[src/rtl/boot_loader_ctrl_pkg.sv]
// Shared command codes and FSM state encoding for the boot loader.
// Host protocol is little-endian: CMD, CNT_LO, CNT_HI, then CNT 4-byte words.
package boot_loader_ctrl_pkg;

  localparam logic [7:0] CMD_LOAD_I = 8'hA5;
  localparam logic [7:0] CMD_LOAD_D = 8'h5A;
  localparam logic [7:0] CMD_RUN    = 8'hF0;
  localparam logic [7:0] CMD_HALT   = 8'h0F;

  typedef enum logic [2:0] {
    ST_IDLE,
    ST_CNT_LO,
    ST_CNT_HI,
    ST_DATA,
    ST_WRITE,
    ST_RUN,
    ST_ERROR
  } state_t;

  function automatic logic is_load_cmd(input logic [7:0] b);
    return (b == CMD_LOAD_I) || (b == CMD_LOAD_D);
  endfunction

endpackage

[src/rtl/boot_loader_ctrl_if.sv]
// Host byte stream into the boot loader; a byte moves when s_valid && s_ready.
// master = byte source (UART RX / debug FIFO), slave = boot_loader_ctrl.
interface boot_loader_ctrl_if;

  logic [7:0] s_dat;
  logic       s_valid;
  logic       s_ready;

  modport master (
    output s_dat,
    output s_valid,
    input  s_ready
  );

  modport slave (
    input  s_dat,
    input  s_valid,
    output s_ready
  );

endinterface

[src/rtl/boot_loader_ctrl_word_assembler.sv]
// Packs accepted bytes LSB-first into a word; word_vld is combinational with the last byte.
// No storage beyond one word; caller gates byte_vld, clear drops any partial word.
module boot_loader_ctrl_word_assembler #(
  parameter int DATA_WIDTH = 32
) (
  input  logic                  clk,
  input  logic                  rst,
  input  logic                  clear,
  input  logic                  byte_vld,
  input  logic [7:0]            byte_dat,
  output logic                  word_vld,
  output logic [DATA_WIDTH-1:0] word_dat
);

  localparam int LANES = DATA_WIDTH / 8;
  localparam int IDX_W = (LANES > 1) ? $clog2(LANES) : 1;

  logic [IDX_W-1:0]      byte_idx;
  logic [DATA_WIDTH-1:0] shift_q;

  always_comb begin
    word_dat = shift_q;
    word_dat[{byte_idx, 3'b000} +: 8] = byte_dat;
    word_vld = byte_vld && (byte_idx == IDX_W'(LANES - 1));
  end

  always_ff @(posedge clk or negedge rst) begin
    if (!rst) begin
      byte_idx <= '0;
      shift_q  <= '0;
    end else if (clear) begin
      byte_idx <= '0;
      shift_q  <= '0;
    end else if (byte_vld) begin
      shift_q  <= word_dat;
      byte_idx <= byte_idx + 1'b1;
    end
  end

endmodule

[src/rtl/boot_loader_ctrl.sv]
// Loads instruction/data BRAM from a host byte stream, then releases the core; write strobe
// follows the 4th byte of a word by one cycle, s_ready drops only in WRITE, ERROR and reset.
module boot_loader_ctrl
  import boot_loader_ctrl_pkg::*;
#(
  parameter int DATA_WIDTH  = 32,
  parameter int ADDR_WIDTH  = 10,
  parameter int DEPTH_WORDS = 256
) (
  input  logic                  clk,
  input  logic                  rst,
  boot_loader_ctrl_if.slave     host,
  output logic [ADDR_WIDTH-1:0] i_w_addr,
  output logic [DATA_WIDTH-1:0] i_w_dat,
  output logic                  i_w_enb,
  output logic [ADDR_WIDTH-1:0] d_w_addr,
  output logic [DATA_WIDTH-1:0] d_w_dat,
  output logic                  d_w_enb,
  output logic                  init_done,
  output logic                  pc_stall,
  output logic                  i_r_enb,
  output logic                  rd_enbl,
  output logic                  load_done,
  output logic                  err
);

  state_t                state;
  logic                  s_ready_q;
  logic                  tgt_d;
  logic [7:0]            cnt_lo_q;
  logic [15:0]           count_q;
  logic [15:0]           word_idx;
  logic [15:0]           cnt_next;
  logic [15:0]           word_idx_next;
  logic [ADDR_WIDTH-1:0] wr_addr;
  logic                  accept;
  logic                  asm_clear;
  logic                  asm_byte_vld;
  logic                  asm_word_vld;
  logic [DATA_WIDTH-1:0] asm_word_dat;

  assign host.s_ready  = s_ready_q;
  assign accept        = host.s_valid && s_ready_q;
  assign cnt_next      = {host.s_dat, cnt_lo_q};
  assign word_idx_next = word_idx + 16'd1;
  assign wr_addr       = {word_idx[ADDR_WIDTH-3:0], 2'b00};
  assign asm_byte_vld  = accept && (state == ST_DATA);
  // Outside a load the assembler is held empty so a fresh load never sees stale lanes.
  assign asm_clear     = (state != ST_DATA) && (state != ST_WRITE);

  boot_loader_ctrl_word_assembler #(
    .DATA_WIDTH(DATA_WIDTH)
  ) u_word_asm (
    .clk      (clk),
    .rst      (rst),
    .clear    (asm_clear),
    .byte_vld (asm_byte_vld),
    .byte_dat (host.s_dat),
    .word_vld (asm_word_vld),
    .word_dat (asm_word_dat)
  );

  always_ff @(posedge clk or negedge rst) begin
    if (!rst) begin
      state     <= ST_IDLE;
      s_ready_q <= 1'b0;
      tgt_d     <= 1'b0;
      cnt_lo_q  <= '0;
      count_q   <= '0;
      word_idx  <= '0;
      i_w_addr  <= '0;
      i_w_dat   <= '0;
      i_w_enb   <= 1'b0;
      d_w_addr  <= '0;
      d_w_dat   <= '0;
      d_w_enb   <= 1'b0;
      init_done <= 1'b0;
      pc_stall  <= 1'b1;
      i_r_enb   <= 1'b0;
      rd_enbl   <= 1'b0;
      load_done <= 1'b0;
      err       <= 1'b0;
    end else begin
      i_w_enb   <= 1'b0;
      d_w_enb   <= 1'b0;
      load_done <= 1'b0;
      s_ready_q <= 1'b1;

      case (state)
        ST_IDLE: begin
          if (accept) begin
            if (is_load_cmd(host.s_dat)) begin
              tgt_d <= (host.s_dat == CMD_LOAD_D);
              state <= ST_CNT_LO;
            end else if (host.s_dat == CMD_RUN) begin
              state     <= ST_RUN;
              pc_stall  <= 1'b0;
              init_done <= 1'b1;
              i_r_enb   <= 1'b1;
              rd_enbl   <= 1'b1;
            end else begin
              state     <= ST_ERROR;
              err       <= 1'b1;
              s_ready_q <= 1'b0;
            end
          end
        end

        ST_CNT_LO: begin
          if (accept) begin
            cnt_lo_q <= host.s_dat;
            state    <= ST_CNT_HI;
          end
        end

        ST_CNT_HI: begin
          if (accept) begin
            count_q <= cnt_next;
            if (cnt_next == 16'd0) begin
              state     <= ST_IDLE;
              load_done <= 1'b1;
            end else if (cnt_next > 16'(DEPTH_WORDS)) begin
              state     <= ST_ERROR;
              err       <= 1'b1;
              s_ready_q <= 1'b0;
            end else begin
              word_idx <= '0;
              state    <= ST_DATA;
            end
          end
        end

        ST_DATA: begin
          if (asm_word_vld) begin
            state     <= ST_WRITE;
            s_ready_q <= 1'b0;
            if (tgt_d) begin
              d_w_enb  <= 1'b1;
              d_w_addr <= wr_addr;
              d_w_dat  <= asm_word_dat;
            end else begin
              i_w_enb  <= 1'b1;
              i_w_addr <= wr_addr;
              i_w_dat  <= asm_word_dat;
            end
          end
        end

        ST_WRITE: begin
          word_idx <= word_idx_next;
          if (word_idx_next == count_q) begin
            state     <= ST_IDLE;
            load_done <= 1'b1;
          end else begin
            state <= ST_DATA;
          end
        end

        ST_RUN: begin
          // Anything but HALT is consumed and dropped while the core runs.
          if (accept && (host.s_dat == CMD_HALT)) begin
            state     <= ST_IDLE;
            pc_stall  <= 1'b1;
            init_done <= 1'b0;
            i_r_enb   <= 1'b0;
            rd_enbl   <= 1'b0;
          end
        end

        default: begin
          state     <= ST_ERROR;
          s_ready_q <= 1'b0;
          err       <= 1'b1;
          pc_stall  <= 1'b1;
          init_done <= 1'b0;
          i_r_enb   <= 1'b0;
          rd_enbl   <= 1'b0;
        end
      endcase
    end
  end

endmodule

[src/flat_wrapper.sv]
// flat-port wrapper written by rule: the top's interface ports become plain ports
module boot_loader_ctrl_flat import boot_loader_ctrl_pkg::*;
#(
  parameter int DATA_WIDTH  = 32,
  parameter int ADDR_WIDTH  = 10,
  parameter int DEPTH_WORDS = 256
)
  (clk, rst, i_w_addr, i_w_dat, i_w_enb, d_w_addr, d_w_dat, d_w_enb, init_done, pc_stall, i_r_enb, rd_enbl, load_done, err, host_s_dat, host_s_valid, host_s_ready);
  boot_loader_ctrl_if host_i ();
  input  logic clk;
  input  logic rst;
  output logic [ADDR_WIDTH-1:0] i_w_addr;
  output logic [DATA_WIDTH-1:0] i_w_dat;
  output logic i_w_enb;
  output logic [ADDR_WIDTH-1:0] d_w_addr;
  output logic [DATA_WIDTH-1:0] d_w_dat;
  output logic d_w_enb;
  output logic init_done;
  output logic pc_stall;
  output logic i_r_enb;
  output logic rd_enbl;
  output logic load_done;
  output logic err;
  input wire logic [$bits(host_i.s_dat)-1:0] host_s_dat;
  input wire logic [$bits(host_i.s_valid)-1:0] host_s_valid;
  output wire logic [$bits(host_i.s_ready)-1:0] host_s_ready;
  assign host_i.s_dat = host_s_dat;
  assign host_i.s_valid = host_s_valid;
  assign host_s_ready = host_i.s_ready;
  boot_loader_ctrl #(.DATA_WIDTH(DATA_WIDTH), .ADDR_WIDTH(ADDR_WIDTH), .DEPTH_WORDS(DEPTH_WORDS)) u_core (.clk(clk), .rst(rst), .host(host_i), .i_w_addr(i_w_addr), .i_w_dat(i_w_dat), .i_w_enb(i_w_enb), .d_w_addr(d_w_addr), .d_w_dat(d_w_dat), .d_w_enb(d_w_enb), .init_done(init_done), .pc_stall(pc_stall), .i_r_enb(i_r_enb), .rd_enbl(rd_enbl), .load_done(load_done), .err(err));
endmodule
[config.mk]
export PLATFORM = sky130hd
export DESIGN_NAME = boot_loader_ctrl_flat
export DESIGN_NICKNAME = d
export VERILOG_FILES = /design/src/rtl/boot_loader_ctrl_pkg.sv /design/src/rtl/boot_loader_ctrl_if.sv /design/src/rtl/boot_loader_ctrl_word_assembler.sv /design/src/rtl/boot_loader_ctrl.sv /design/src/flat_wrapper.sv
export SDC_FILE = /design/constraint.sdc
export NUM_CORES = 1
export LEC_CHECK = 0
export ABC_AREA = 1
export ABC_CLOCK_PERIOD_IN_PS = 6200
export CORE_MARGIN = 5
export CORE_UTILIZATION = 40
export CTS_CLUSTER_SIZE = 25
export DETAILED_ROUTE_END_ITERATION = 8
export GPL_TIMING_DRIVEN = 0
export SLEW_MARGIN = 25
export SYNTH_ARGS = -nofsm -noshare
export SYNTH_HDL_FRONTEND = slang
export SYNTH_SLANG_ARGS = --single-unit
[constraint.sdc]
create_clock -name clk -period 6.2 [get_ports clk]
set_clock_uncertainty 0.15 [all_clocks]
set_input_delay 1.24 -clock clk [delete_from_list [all_inputs] [get_ports clk]]
set_output_delay 1.24 -clock clk [all_outputs]
set_load 0.01 [all_outputs]
==> results.cfg <==
[clock_tree]
insertion_delay_ns = 0.43
post-cts-setup-buffers = 0
cts_tree = built
root_buffer = clkbuf_16
cts_buffer_depth = 2
cts_resized = 0
cts_hold_buffers = 0
h-tree-depth = 4
cts.sinks = 165
clk_pin_slew_worst_paths_ns = 0.06
cts_buffers = 17

[critical_path]
worst-setup-path-type = in -> reg
arrival_ns = 3.42
end_kind = flip-flop
path_max_fanout = 10
regToRegStartpoint = u_core.u_word_asm.byte_idx[0]
rr_worst_depth = 9
r2r_end = u_core.d_w_dat[23]
regToRegSetupSlack_ns = 3.60
crit_required_ns = 6.36
startpoint_type = primary input

[cells_and_area]
fin_util_pct = 50.5
seq_area_sq_um = 4130
antenna_cells = 0
fin_nets = 1035
drive_above_1_share_pct = 9.12
multi_input_area_sq_um = 3160
area_growth_pct = 24.7
fill_cells = 1884

[run_status]
status = finished, final reports clean

[synth]
synth-compound-area-share_pct = 15.2
yosys.area.top_type = dfrtp_1
yosys.area_share.simple_pct = 21.4
ys.flop_type = dfrtp_1
synth_area_leaders = dfrtp_1 52%, nand2_1 12%, o21a_1 6.1%, inv_1 4.4%, o21ai_0 3.9%
synth_xor_area_share_pct = 0.112
ys_ff_latch = 165
synth_adder_area_share_pct = 0.957
synth_edf_count = 0
synth.top_cell.area_share_pct = 52.3
ys_async_sr_fraction_pct = 100
synth_top_family_by_area = simple AND/OR/NAND/NOR gates
synth_mux_area_share_pct = 2.42
avgSynthCellArea_sq_um = 8.76
syn_inst = 896
ys_types = 44
yosys_warnings = 0
synthesis.area_sq_um = 7850
ys_seq_area_share_pct = 52.6

[routing]
via_count = 6520
wire_per_inst_microns = 15.9
drt_first_pass_iters = 5
wl_microns = 20600
drtIter0Drc = 379
postRouteAntennaNets = 0
drc_errors = 0
routed_via_density = 5.03

[floorplanning]
fp.dieH_microns = 150
die_area_sq_um = 22500
die_w_microns = 150
io_pins = 104
coreArea_sq_um = 19400
row_count = 51
initial_core_util_pct = 40.4

[hold_path]
hp-start = u_core.err
hold_path_class = reg -> reg
min_to = u_core.err
hold_depth = 1

[grt]
grt_pass1_wl_microns = 33900
antenna_found_initial = 0
grt_usage_pct = 19.1
grt_start_max_net_pins = 86
grt_pass1_vias = 6387
grt_remaining_overflow = 0

[sta]
fmax_ghz = 0.307
worst_pin_slew_ns = 0.612
rsz0062_at_grt = false
setup_tns_ns = 0
period_share_pct = 52.6
maxSlewViolCount = 0
fin_crit_ns = 3.26
hold_violations = 0
max_slew_margin_pct = 59.2
finalSetupViolCount = 0

[power]
leakage_nw = 4.44
power_density_nw_per_um2 = 349
vdd_drop_max_mv = 0.212

[placed_design]
dp_hpwl_microns = 15100
port_buffers = 99
gp_congestion = 0.920

[run]
drv_cap = 0
[worst max-delay path by stage]
stage | start | to | cells past startpoint
2_1_floorplan | host_s_valid | u_core.d_w_addr[3] | 6
3_3_place_gp | rst | u_core.d_w_dat[19] | 1
3_5_place_dp | host_s_valid | u_core.d_w_addr[3] | 7
4_1_cts | host_s_valid | u_core.d_w_addr[3] | 7
5_1_grt | host_s_dat[7] | u_core.word_idx[8] | 11
6_report | host_s_valid | u_core.d_w_addr[3] | 7
[registers in the layout, summed over array words and instances, names as in the netlist]
register and cells:
u_core.state 3, u_core.i_w_dat 32, u_core.host.s_ready 1, u_core.d_w_addr 8
u_core.cnt_lo_q 8, u_core.i_w_enb 1, u_core.i_w_addr 8, u_core.u_word_asm.shift_q 32
u_core.word_idx 16, u_core.d_w_enb 1, u_core.tgt_d 1, u_core.count_q 16
u_core.d_w_dat 32, u_core.i_r_enb 1, u_core.err 1, u_core.u_word_asm.byte_idx 2
u_core.load_done 1, u_core.pc_stall 1
[stage by stage]
stage	std cells	total power [mW]	hold slack, ns	instance area, sq um	worst slack (ns)
4_1_cts	1296	3.44	0.337	9790	2.96
3_5_place_dp	1264	2.39	0.323	9210	2.50
6_report	1296	3.41	0.326	9790	2.94
2_1_floorplan	899	2.05	0.303	7860	3.51
5_1_grt	1296	3.64	0.353	9790	2.78
3_3_place_gp	1263	2.38	0.310	9180	-3.33
[metal layers]
layer | track usage [%] | wire length, microns | vias to the layer above | part of all wire, %
met5 | 0 | 0 | - | 0
met4 | 4.44 | 223 | 0 | 1.1
met3 | 4.45 | 991 | 19 | 4.8
met2 | 31.6 | 10200 | 171 | 49
met1 | 25.5 | 9210 | 3119 | 45
li1 | - | - | 3211 | -
[layout make-up]
type / count / share of cell area [%]
clock inverter: 12 / 1.21
inverter: 96 / 3.68
buffer: 38 / 2.12
tap: 265 / 3.39
sequential: 165 / 42.2
multi-input combinational: 600 / 32.3
clock buffer: 20 / 4.67
timing repair buffer: 100 / 10.5
[critical path, stage by stage]
cell and delay [ns]:
clkdlybuf4s50_1 0.45, nand2_1 0.22, nor2_4 0.34, nand2_2 0.16, nor2_4 0.34, buf_4 0.30, mux2_2 0.35
[kinds of logic (layout without fill, tap and decap cells)]
| group | after synthesis | after routing |
|---|---|---|
| mux | 17 | 17 |
| other cells | 1 | 4 |
| fa+ha+maj | 6 | 6 |
| xor+xnor | 1 | 1 |
| flops | 165 | 165 |
| buf+inv | 134 | 266 |
| compound gates | 185 | 185 |
| simple gates | 387 | 387 |
[cell usage in the layout, fill, tap and decap left out, types with 3 or more instances in the layout]
master,count
nand3b_1,3
nor2_4,5
buf_2,15
a22oi_1,16
nor2_1,34
nor3_1,20
mux2_2,16
buf_4,8
clkbuf_1,12
clkbuf_16,17
nand4_1,12
conb_1,4
nand3_1,59
o21ai_0,61
clkinv_4,3
nand2_1,242
o22ai_1,27
ha_1,6
inv_1,93
a22o_1,3
o21a_1,64
clkdlybuf4s50_1,98
dfrtp_1,164
a21oi_1,7
inv_6,3
[power by group]
group,internal (mW),switching [mW]
logic,0.372,0.612
clock network,0.581,0.459
registers,1.24,0.145
total,2.20,1.22
[cell usage after synthesis (2+ instances only)]
cell type  instances
nand3_1           59
a22o_1             3
nor2_1            34
o21a_1            64
a21oi_1            7
clkbuf_1          11
mux2_2            16
nor2_4             5
o21ai_0           61
nand3b_1           3
nand2_2            2
and3_1             2
nand2_1          242
inv_1             93
a22oi_1           16
ha_1               6
nor3_1            20
buf_4              8
clkinv_1           2
o22ai_1           27
dfrtp_1          164
nor2_2             2
buf_6              2
or2_2              2
nand4_1           12
buf_2             15
No activity file was read; power rests on OpenSTA's default activity.
==> edit 1, RTL diff (same flow settings) <==
Register the output `err` once more, with the module's reset; this adds one clock of latency there. The other outputs are not delayed to match.
--- a/src/rtl/boot_loader_ctrl.sv
+++ b/src/rtl/boot_loader_ctrl.sv
@@ -23,6 +23,8 @@
   output logic                  load_done,
   output logic                  err
 );
+
+  logic err_s0;
 
   state_t                state;
   logic                  s_ready_q;
@@ -79,7 +81,7 @@
       i_r_enb   <= 1'b0;
       rd_enbl   <= 1'b0;
       load_done <= 1'b0;
-      err       <= 1'b0;
+      err_s0    <= 1'b0;
     end else begin
       i_w_enb   <= 1'b0;
       d_w_enb   <= 1'b0;
@@ -100,7 +102,7 @@
               rd_enbl   <= 1'b1;
             end else begin
               state     <= ST_ERROR;
-              err       <= 1'b1;
+              err_s0    <= 1'b1;
               s_ready_q <= 1'b0;
             end
           end
@@ -121,7 +123,7 @@
               load_done <= 1'b1;
             end else if (cnt_next > 16'(DEPTH_WORDS)) begin
               state     <= ST_ERROR;
-              err       <= 1'b1;
+              err_s0    <= 1'b1;
               s_ready_q <= 1'b0;
             end else begin
               word_idx <= '0;
@@ -170,7 +172,7 @@
         default: begin
           state     <= ST_ERROR;
           s_ready_q <= 1'b0;
-          err       <= 1'b1;
+          err_s0    <= 1'b1;
           pc_stall  <= 1'b1;
           init_done <= 1'b0;
           i_r_enb   <= 1'b0;
@@ -180,5 +182,13 @@
     end
   end
 
+  always_ff @(posedge clk or negedge rst) begin
+    if (!rst) begin
+      err <= '0;
+    end else begin
+      err <= err_s0;
+    end
+  end
+
 endmodule
 
Function: changed (a bounded check fails within 4 cycles, from zero or initial values and one cycle with rst low).
==> edit 1 against the unedited design <==
Core utilization up 0.25 points; sequential share of layout area up 0.051 points; worst setup slack worse by 0.041 ns; die area up 0.30%; routed wire length up 0.18%; area after synthesis up 0.32%; total power up 1.4%; sequential cell count up 1; design area up 0.49%; largest power group unchanged.
==> edit 1: results (changes against the unedited design) <==
Ys Warns=0 (unchanged); Commonest cells post-synth=242 x nand2_1, 165 x dfrtp_1, 93 x inv_1, 64 x o21a_1, 61 x o21ai_0; part of the power in registers=40.4% (-0.3 points); first-pass GRT wire length=33900 µm (+0.14%); total track usage=19.0% (-0.032 points); FFs w/ async S/R, synth=100% (unchanged); Layout fillers=1867 (-0.90%); root buffer cell=clkbuf_16; combinational power share=28.5% (-0.3 points); Hold Crit Start=u_core.err_s0; TritonCTS Buffers=17 (unchanged); sequential cell area fraction in the yosys report=52.8% (+0.15 points); VDD IR-drop max=208 µV (-1.9%); vias post-DR=6530 (+0.15%); largest net degree at the start of global routing=90 (+4.7%); Synth area leaders=dfrtp_1 52%, nand2_1 12%, o21a_1 6.1%, inv_1 4.4%, o21ai_0 3.9%; Worst-Skew Late Latency=0.42 ns; Pre-antenna DRT Iters=6 (+1); CTS max path bufs=2 (unchanged); Nets=1036 (+0.097%); post-route cell area=0.00984 mm² (+0.49%); biggest registers after layout=u_core.d_w_dat (32), u_core.i_w_dat (32), u_core.u_word_asm.shift_q (32); Worst Path Max Fanout=10 (unchanged); worst hold path type=flop to flop; Pint=2240 µW (+2.2%); Routed Wire Length=20600 µm (+0.18%); initial detailed-routing violation count=482 (+27%); status=finished, final reports clean; share of cells above drive strength 1=9.11% (about the same); Clock transition at path regs=0.06 ns (about the same); worst slack at placement=2.45 ns (-0.0494 ns); input/output buffers=99 (unchanged); number of global-route vias before repair=6442 (+0.86%); DP Area=0.00924 mm² (+0.27%); beginning of the critical path=host_s_valid; CP max stage delay=about 0.46 ns; worst-margin pin slew=0.637 ns (+0.0249 ns); Leak=0.00446 µW (+0.52%); initial antenna violation count=0 (unchanged); DP Wirelength=15000 µm (-0.73%); GPL Wtd Cong=0.908 (-1.3%); Data arrival, critical path=3.45 ns (+0.03 ns)
## edit 1: cell count changes after synthesis
cell | before | now
dfrtp_1 | 164 | 165
## edit 1: worst paths after layout
kind,slack (ns),depth (start not counted),endpoint
worst max-delay path,2.90,7,u_core.d_w_addr[3]
worst min-delay path,0.25,0,u_core.err
worst max register to register,3.61,9,u_core.d_w_dat[6]
worst min register to register,0.25,0,u_core.err
max in group asynchronous,4.41,2,u_core.u_word_asm.shift_q[23]
min in group asynchronous,0.64,1,u_core.word_idx[10]
## edit 1: kinds of logic (layout without fill, tap and decap cells)
logic type	count (synthesis)	after routing	synth area share, %
adder cells (fa/ha/maj)	6	6	0.954
flip-flops	166	166	52.8
buffers and inverters	134	266	7.22
AND/OR/NAND/NOR	387	387	21.3
XOR/XNOR	1	1	0.111
multiplexers	17	17	2.42
AO/OA/AOI/OAI	185	185	15.2
other	1	4	0.0476
## edit 1: routing by layer
layer	GRT usage (%)	part of all wire, %	vias to the layer above
met2	31.7	49	150
met1	25.0	45	3135
met5	0	0	-
li1	-	-	3224
met3	3.73	4.0	21
met4	6.18	1.9	0
## edit 1: layout make-up
type | count | area share, %
Sequential cell | 166 | 42.2
Multi-Input combinational cell | 600 | 32.1
Timing Repair Buffer | 100 | 10.4
Clock buffer | 20 | 4.64
Inverter | 96 | 3.66
Tap cell | 265 | 3.37
Buffer | 38 | 2.11
Clock inverter | 12 | 1.44
## edit 1: worst max-delay path: cells and delay by family
kind	cells	cell delay, ns
buf+inv	2	0.77
mux	1	0.36
simple gates	4	1.08
## edit 1: through the flow
stage	total power, µW	std cells
floorplan	2060	900
global placement	2390	1264
detailed placement	2400	1265
CTS	3480	1297
global route	3690	1297
finish	3460	1297
==> edit 2, RTL diff (same settings) <==
Made on the original files. `DATA_WIDTH` is set to 32 in 3 places; all go to 128.
--- a/src/rtl/boot_loader_ctrl_word_assembler.sv
+++ b/src/rtl/boot_loader_ctrl_word_assembler.sv
@@ -1,7 +1,7 @@
 // Packs accepted bytes LSB-first into a word; word_vld is combinational with the last byte.
 // No storage beyond one word; caller gates byte_vld, clear drops any partial word.
 module boot_loader_ctrl_word_assembler #(
-  parameter int DATA_WIDTH = 32
+  parameter int DATA_WIDTH = 128
 ) (
   input  logic                  clk,
   input  logic                  rst,
--- a/src/rtl/boot_loader_ctrl.sv
+++ b/src/rtl/boot_loader_ctrl.sv
@@ -3,7 +3,7 @@
 module boot_loader_ctrl
   import boot_loader_ctrl_pkg::*;
 #(
-  parameter int DATA_WIDTH  = 32,
+  parameter int DATA_WIDTH  = 128,
   parameter int ADDR_WIDTH  = 10,
   parameter int DEPTH_WORDS = 256
 ) (
--- a/src/flat_wrapper.sv
+++ b/src/flat_wrapper.sv
@@ -1,7 +1,7 @@
 // flat-port wrapper written by rule: the top's interface ports become plain ports
 module boot_loader_ctrl_flat import boot_loader_ctrl_pkg::*;
 #(
-  parameter int DATA_WIDTH  = 32,
+  parameter int DATA_WIDTH  = 128,
   parameter int ADDR_WIDTH  = 10,
   parameter int DEPTH_WORDS = 256
 )
Interface: changed (resized d_w_dat and i_w_dat); port bits go from 104 to 296. No check against the original RTL was run, so the function may have changed too.
==> edit 2 against the unedited design <==
Design area rose by 150%; routed wire length rose to 3.1 times the old value; sequential share of layout area rose by 4.3 points; hold slack improved by 0.0078 ns; area after synthesis rose by 140%; total power rose by 110%; sequential cell count rose by 290; largest cell class unchanged; critical endpoint is now u_core.i_w_dat[58]; worst setup slack got worse by 0.53 ns.
==> edit 2: results (changes against the unedited design) <==
Cell variety after synth=46 (+4.5%); Multi-input comb cells=1373 (+130%); beginning of the critical path=host_s_dat[2]; H-tree Lvls=2 (-2); Cells after Synth=2094 (+130%); vias post-DR=16600 (+150%); Non-clock inverters=135 (+41%); CTS max path bufs=3 (+1); Hold WS=0.334 ns (+0.00776 ns); status=finished, final reports clean; VDD IR-drop max=206 µV (-2.9%); CP max stage cell=clkbuf_1; largest net degree at the start of global routing=92 (+7.0%); Rel. slew slack=23.1% (-36 points); reg2reg end=u_core.u_word_asm.shift_q[8]; first-pass GRT wire length=100000 µm (+200%); Worst Hold End=u_core.i_w_dat[75]; DR vias/cell=5.37 (+6.8%); Worst Reg-to-Reg Cells=8 (-1); setup slack after layout=2.41 ns (-0.531 ns); Data arrival, critical path=4.13 ns (+0.71 ns); Synth area leaders=dfrtp_1 60%, nand2_1 11%, o21ai_0 10%, nand3_1 3.0%, o21ai_1 2.8%; dpl cells=3007 (+140%); Register Area=0.0114 mm² (+180%); Commonest cells post-synth=560 x nand2_1, 454 x dfrtp_1, 395 x o21ai_0, 128 x inv_1, 114 x nand3_1; Leak=0.0107 µW (+140%); CP max stage delay=0.82 ns (+0.37 ns); sw frac=29.1% (-6.6 points); Hold Crit Start=u_core.i_w_dat[75]; hold path depth=2 (+1); sequential cell area fraction in the yosys report=59.8% (+7.1 points); Layout fillers=4441 (+140%); biggest registers after layout=u_core.d_w_dat (128), u_core.i_w_dat (128), u_core.u_word_asm.shift_q (128); CP delay by family, top=buffers and inverters; Multi-input gate area=0.00648 mm² (+110%); initial antenna violation count=2 (+2); clock share of power=40.5% (+10 points); initial detailed-routing violation count=1363 (+260%); Pint=5070 µW (+130%); share of cells above drive strength 1=6.87% (-2.3 points); worst slack at placement=1.82 ns (-0.682 ns); GPL Wtd Cong=0.904 (-1.7%); combinational power share=15.5% (-13 points)
## edit 2: cell types whose count changed in the layout (fill, tap and decap cells not counted), sizes merged, moves of 16 or more
cell           delta
a22oi            -16
buf              +30
clkbuf          +127
clkdlybuf4s50   +191
dfrtp           +290
inv              +37
mux2             -16
nand2           +320
nand3            +55
o21a             -62
o21ai           +445
o22ai            +40
## edit 2: cell families (layout without fill, tap and decap cells)
group / Yosys count / count (layout) / share of synthesized area (%)
flops: 455 / 455 / 59.8
mux: 1 / 1 / 0.0526
compound gates: 588 / 588 / 16.1
simple gates: 770 / 770 / 17.1
xor+xnor: 5 / 5 / 0.342
buf+inv: 269 / 648 / 6.22
fa+ha+maj: 5 / 5 / 0.328
other cells: 1 / 4 / 0.0197
## edit 2: metal layers
metal  wire (µm)  up-vias  GRT usage (%)  share of wire [%]
met2       31200      484           40.4                 48
met5           7        -              0              0.011
li1            -     7662              -                  -
met1       28400     8363           33.4                 44
met4        1430        2           6.13                2.2
met3        3600       94           4.53                5.6
